`src/rtl/pcie_tlp_pkg.sv`:
```
// pcie_tlp_pkg: shared TLP encodings, error-bit indices and rule names for the TLP checker
package pcie_tlp_pkg;
    localparam logic [2:0] TLP_MEMRD = 3'd0;
    localparam logic [2:0] TLP_MEMWR = 3'd1;
    localparam logic [2:0] TLP_CPL   = 3'd2;
    localparam logic [2:0] TLP_CPLD  = 3'd3;

    localparam logic [1:0] CPL_SC  = 2'd0;
    localparam logic [1:0] CPL_UR  = 2'd1;
    localparam logic [1:0] CPL_CRS = 2'd2;
    localparam logic [1:0] CPL_CA  = 2'd3;

    localparam int E_HOLD        = 0;
    localparam int E_STABLE      = 1;
    localparam int E_TYPE        = 2;
    localparam int E_ALIGN       = 3;
    localparam int E_LEN         = 4;
    localparam int E_BOUNDARY    = 5;
    localparam int E_STATUS      = 6;
    localparam int E_CPLD_STATUS = 7;
    localparam int N_RULES       = 8;

    typedef enum logic [2:0] {
        R_HOLD, R_STABLE, R_TYPE, R_ALIGN, R_LEN, R_BOUNDARY, R_STATUS, R_CPLD_STATUS
    } rule_e;

    function automatic string rule_name(input int i);
        case (rule_e'(i))
            R_HOLD:     return "HOLD";
            R_STABLE:   return "STABLE";
            R_TYPE:     return "TYPE";
            R_ALIGN:    return "ALIGN";
            R_LEN:      return "LEN";
            R_BOUNDARY: return "BOUNDARY";
            R_STATUS:   return "STATUS";
            default:    return "CPLD_STATUS";
        endcase
    endfunction
endpackage

```
`src/rtl/pcie_tag_tracker.sv`:
```
// pcie_tag_tracker: outstanding read tag table, outstanding count and unexpected-completion pulse
module pcie_tag_tracker
    import pcie_tlp_pkg::*;
#(
    parameter int TAG_W = 8
) (
    input  logic             clk,
    input  logic             rst,
    input  logic             rd_hs,
    input  logic             cpl_hs,
    input  logic [TAG_W-1:0] tag,
    output logic [TAG_W:0]   outst_cnt,
    output logic             cpl_unexp
);
    logic [2**TAG_W-1:0] tags;
    logic                hit;

    assign hit = tags[tag];

    // reads set their tag, matching completions clear it; count tracks real bit transitions only
    always_ff @(posedge clk or posedge rst) begin
        if (rst) begin
            tags      <= '0;
            outst_cnt <= '0;
            cpl_unexp <= 1'b0;
        end else begin
            cpl_unexp <= cpl_hs && !hit;
            if (rd_hs)
                tags[tag] <= 1'b1;
            else if (cpl_hs && hit)
                tags[tag] <= 1'b0;
            if (rd_hs && !hit)
                outst_cnt <= outst_cnt + (TAG_W+1)'(1);
            else if (cpl_hs && hit)
                outst_cnt <= outst_cnt - (TAG_W+1)'(1);
        end
    end
endmodule

```
`config.mk`:
```
export PLATFORM = sky130hd
export DESIGN_NAME = pcie_tag_tracker
export DESIGN_NICKNAME = d
export VERILOG_FILES = /design/src/rtl/pcie_tlp_pkg.sv /design/src/rtl/pcie_tag_tracker.sv
export SDC_FILE = /design/constraint.sdc
export NUM_CORES = 1
export LEC_CHECK = 0
export ABC_AREA = 1
export CAP_MARGIN = 20
export CORE_MARGIN = 2
export CORE_UTILIZATION = 23
export DETAILED_ROUTE_END_ITERATION = 12
export PLACE_DENSITY_LB_ADDON = 0.15
export SLEW_MARGIN = 20
export SYNTH_ARGS = -nofsm -noshare
export SYNTH_HDL_FRONTEND = slang
export SYNTH_SLANG_ARGS = --single-unit
```
`constraint.sdc`:
```
create_clock -name clk -period 10.2 [get_ports clk]
set_input_delay 1.53 -clock clk [delete_from_list [all_inputs] [get_ports clk]]
set_output_delay 1.53 -clock clk [all_outputs]
set_load 0.05 [all_outputs]
```
### After elaboration in Yosys (flattened, before gate mapping)

Index checks and enable logic that the tools add are counted.

* $add $sub $neg: 2
* order comparisons: 2
* muxes and demuxes: 8
* bitwise gates (word level): 3
* reduce and logical (&&, ||, !) cells: 7

Operators with widths (count)
* 256-bit 2-to-1 mux: 2
* 256-bit AND: 1
* 256-bit inverter: 1
* 256-bit OR: 1
* 9-bit 2-to-1 mux: 2
* 9-bit by 1-bit adder with 9-bit output, second input constant: 1
* 8-bit by 9-bit < comparator with 1-bit output, second input constant: 1
* 9-bit by 1-bit subtractor with 9-bit output, second input constant: 1
* 1-bit binary-select mux with 8-bit select: 1
* 1-bit demux with 8-bit select: 1
* 8-bit by 1-bit >= comparator with 1-bit output, second input constant: 1
* 1-bit logical AND: 4
* 2-bit nonzero test: 2
* 1-bit 2-to-1 mux: 2
* 1-bit zero test: 1

* bits in registers: 266
* output and inout port bits: 10
* word-level logic and storage cells: 25

### Depth between registers and ports, before layout

* word-level depth: 8
* mapped depth: 31

### Least setup slack after synthesis

Ideal clock, no wire load.

* kind: in2reg
* start point: input tag[0]
* end point: register outst_cnt[8]
* setup time: 0.119 ns
* arrival: 4.584 ns
* required time: 10.081 ns
* path slack: 5.496 ns
* stages: 30
* buffers on the path: 3
* cells stage by stage: inv_2 > buf_2 > buf_2 > nand2_1 > nand2_1 > nand2_1 > nand2_1 > nand2_1 > nand2_1 > nor2_1 > nor2_1 > nor2_1 > nand2_1 > nand2_1 > nand2_1 > nor2_1 > nand2_1 > clkbuf_1 > inv_1 > fa_1 > o21ai_0 > a21oi_1 > nor2_1 > nor2_1 > o21ai_0 > a21oi_1 > inv_1 > nand2_1 > nand3_1 > nand2_1

* cells in the longest elaborated chain, start to end: 5

Ends and longest elaborated chain
* start, declared: line pcie_tag_tracker.sv:11 `input logic [TAG_W-1:0] tag,`
* 1-bit binary-select mux with 8-bit select (*): line pcie_tag_tracker.sv:18 `assign hit = tags[tag];`
* 1-bit 2-to-1 mux (not written as such) (*): line pcie_tag_tracker.sv:18
* 1-bit zero test: line pcie_tag_tracker.sv:32 `if (rd_hs && !hit)`
* 1-bit logical AND: line pcie_tag_tracker.sv:32
* 9-bit 2-to-1 mux or 2-bit nonzero test (tied branches)
* end signal, assigned: line pcie_tag_tracker.sv:33 `outst_cnt <= outst_cnt + (TAG_W+1)'(1);`
* end signal, assigned: line pcie_tag_tracker.sv:35 `outst_cnt <= outst_cnt - (TAG_W+1)'(1);`
* end, declared: line pcie_tag_tracker.sv:12 `output logic [TAG_W:0] outst_cnt,`

Mark *: on every way between the ends. The rest lies on a longest branch, timed or not. The select of a mux whose other input is x is not followed.
A chain may end at the register's enable or synchronous reset.

### Worst setup path after layout

Ends and elaborated chain as after synthesis.

==> results_dict.tcl <==
set metrics [dict create \
    fmax_ghz 0.166 \
    ys_ff_latch 266 \
    end_kind "flop" \
    ys_seq_area_frac 0.422 \
    cp_num_buf_inv 4 \
    dr_wl_met2_mm 25.9 \
    die-area_um2 70700 \
    stdcell_count 3354 \
    top_layer_used "met4" \
    antenna_found_initial 0 \
    synthCells 2535 \
    area_delta_synth_final_pct 12.9 \
    gp_congestion 0.769 \
    cpMaxStageDelayCell "buf_4" \
    cts_max_level 2 \
    rows 96 \
    r2r_setup_slack_ps 6130 \
    design_area_um2 17800 \
    setup_tns_ps 0 \
    dr.pass1.iters 5 \
    post_drt_wl_per_cell_um 16.3 \
    slew_headroom 0.282 \
    grt_usage 0.156 \
    worst_setup_path_start_kind "primary input" \
    grt-ovfl-total 0 \
    max_stage_delay_ps 860 \
    vias_per_cell 4.60 \
    grt_max_degree 191 \
    hold_buffers 0 \
    n_antenna_cell 0 \
    numCtsBuffers 37 \
    p_leak_nw 8.95 \
    synth_fp_nets 2555 \
    critical-path-top-delay-family "simple AND/OR/NAND/NOR gates" \
    path_class "in2reg" \
    ys.warnings.count 0 \
    cts_resized 0 \
    die_h_um 266 \
    grt_pass1_vias 14700 \
    cap_violations 0 \
    postCtsSetupBuffers 0 \
    cts_tree "done" \
    die-width_um 266 \
    worstPathMaxFanout 69 \
    wl_met1_mm 25.8 \
    placed_cell_area_um2 16600 \
    cts-root-buf "clkbuf_16" \
    core_um2 68200 \
    clk-insertion-delay-late_ps 570 \
    yosysUniqueCellTypes 21 \
    vias 15400 \
    final_hold_viol_count 0 \
    path_common_cell "nand2_1" \
    fin_crit_ps 6010 \
    fillers 7557 \
    tightest_slew_ps 1070 \
    drtIter0Drc 1378 \
    ir_worst_vdd_uv 91.4 \
    drv_slew 0 \
    clk_pin_slew_ps 50 \
    timing.final.crit_share 0.589 \
    ant_nets 0 \
    placed_cells 3288 \
    pre_cts_slack_ps 3600 \
    holdWs_ps 467 \
    avgSynthCellArea_um2 6.23 \
    clockBufferDepth 3 \
    fin_nets 2466 \
    synth.cell_area_um2 15800 \
    setup_viol 0 \
    hold_class "reg2reg" \
    drive_gt1_frac 0.0352 \
    initial_core_util 0.231 \
    crit_arrival_ps 6450 \
    port_buffers 21 \
    skew_ps 23.5 \
    setup_slack_ps 4190 \
    outcome "finished clean" \
    power_density_nw_per_um2 167 \
    cts_sinks 266 \
    ioPinCount 22 \
    drc_errors 0 \
    hpwl_mm 29.5 \
    routed_wl_mm 54.8 \
    grt_pass1_wl_mm 86.5 \
    met3_length_mm 2.20 \
    critPathRequiredTime_ps 10640 \
    rsz0062_at_grt "no" \
]
cell families after synthesis:
logic type	after synthesis	share of synthesized area
AND/OR/NAND/NOR	2034	0.507
flip-flops	266	0.422
buffers and inverters	193	0.0524
AO/OA/AOI/OAI	30	0.00951
adder cells (fa/ha/maj)	8	0.00682
XOR/XNOR	4	0.00222
path summary, 6_finish.rpt:
path                                                    to    from  depth (start not counted)
worst max-delay path              outst_cnt[8]$_DFFE_PP0P_  tag[0]                         26
worst min-delay path                                  flop    flop                          2
worst max register to register    outst_cnt[8]$_DFFE_PP0P_    flop                         25
worst min register to register                        flop    flop                          2
max in group asynchronous       asynchronous set/reset pin     rst                          3
min in group asynchronous       asynchronous set/reset pin     rst                          2
synth_stat cells, drive strengths merged:
library cell | n | area, um2
a21oi | 6 | 30.0
fa | 1 | 20.0
nor2 | 291 | 1090
buf | 97 | 467
o21ai | 24 | 120
inv | 29 | 109
or2 | 1 | 6.26
dfrtp | 266 | 6660
nand3b | 1 | 7.51
xnor2 | 1 | 8.76
nand2 | 1456 | 5470
clkbuf | 67 | 251
nand3 | 285 | 1430
xor2 | 3 | 26.3
ha | 7 | 87.6
power breakdown:
group / leakage (nW) / internal (mW) / total [mW] / switching, mW
registers: 3.65 / 1.12 / 1.16 / 0.0422
logic: 4.69 / 0.125 / 0.456 / 0.331
clock network: 0.612 / 0.824 / 1.35 / 0.527
metal layers:
metal,GRT usage,vias to the layer above
li1,-,7657
met1,0.207,7392
met2,0.266,303
met3,0.0225,61
met4,0.0384,0
met5,0,-
through the flow:
step	power (mW)	utilization
final	2.97	0.261
after global routing	3.12	0.261
after CTS	3.02	0.261
after detailed placement	1.65	0.243
after global placement	1.64	0.242
after floorplan	1.49	-
placed cells by master, fill, tap and decap left out, types with 7 or more instances in the layout:
master / count
nor2_1: 287
nand2_1: 1452
clkdlybuf4s50_1: 18
dfrtp_1: 266
buf_4: 13
o21ai_0: 16
ha_1: 7
clkbuf_8: 8
o21ai_1: 8
clkbuf_1: 9
inv_1: 25
clkbuf_16: 39
nand3_1: 285
layout make-up:
type                       count  area, um2  share of cell area
clock inverter                10        129             0.00723
inverter                      29        121             0.00681
timing repair buffer          36        364              0.0204
clock buffer                  55       1110              0.0621
sequential                   266       6660               0.374
tap                          882       1100              0.0619
multi-input combinational   2076       8330               0.468
worst min-delay path: cells and delay by family (launching register included):
| family | cells | cell delay [ps] |
|---|---|---|
| flops | 1 | 340 |
| simple gates | 2 | 90 |
No activity file was read; power rests on OpenSTA's default activity.
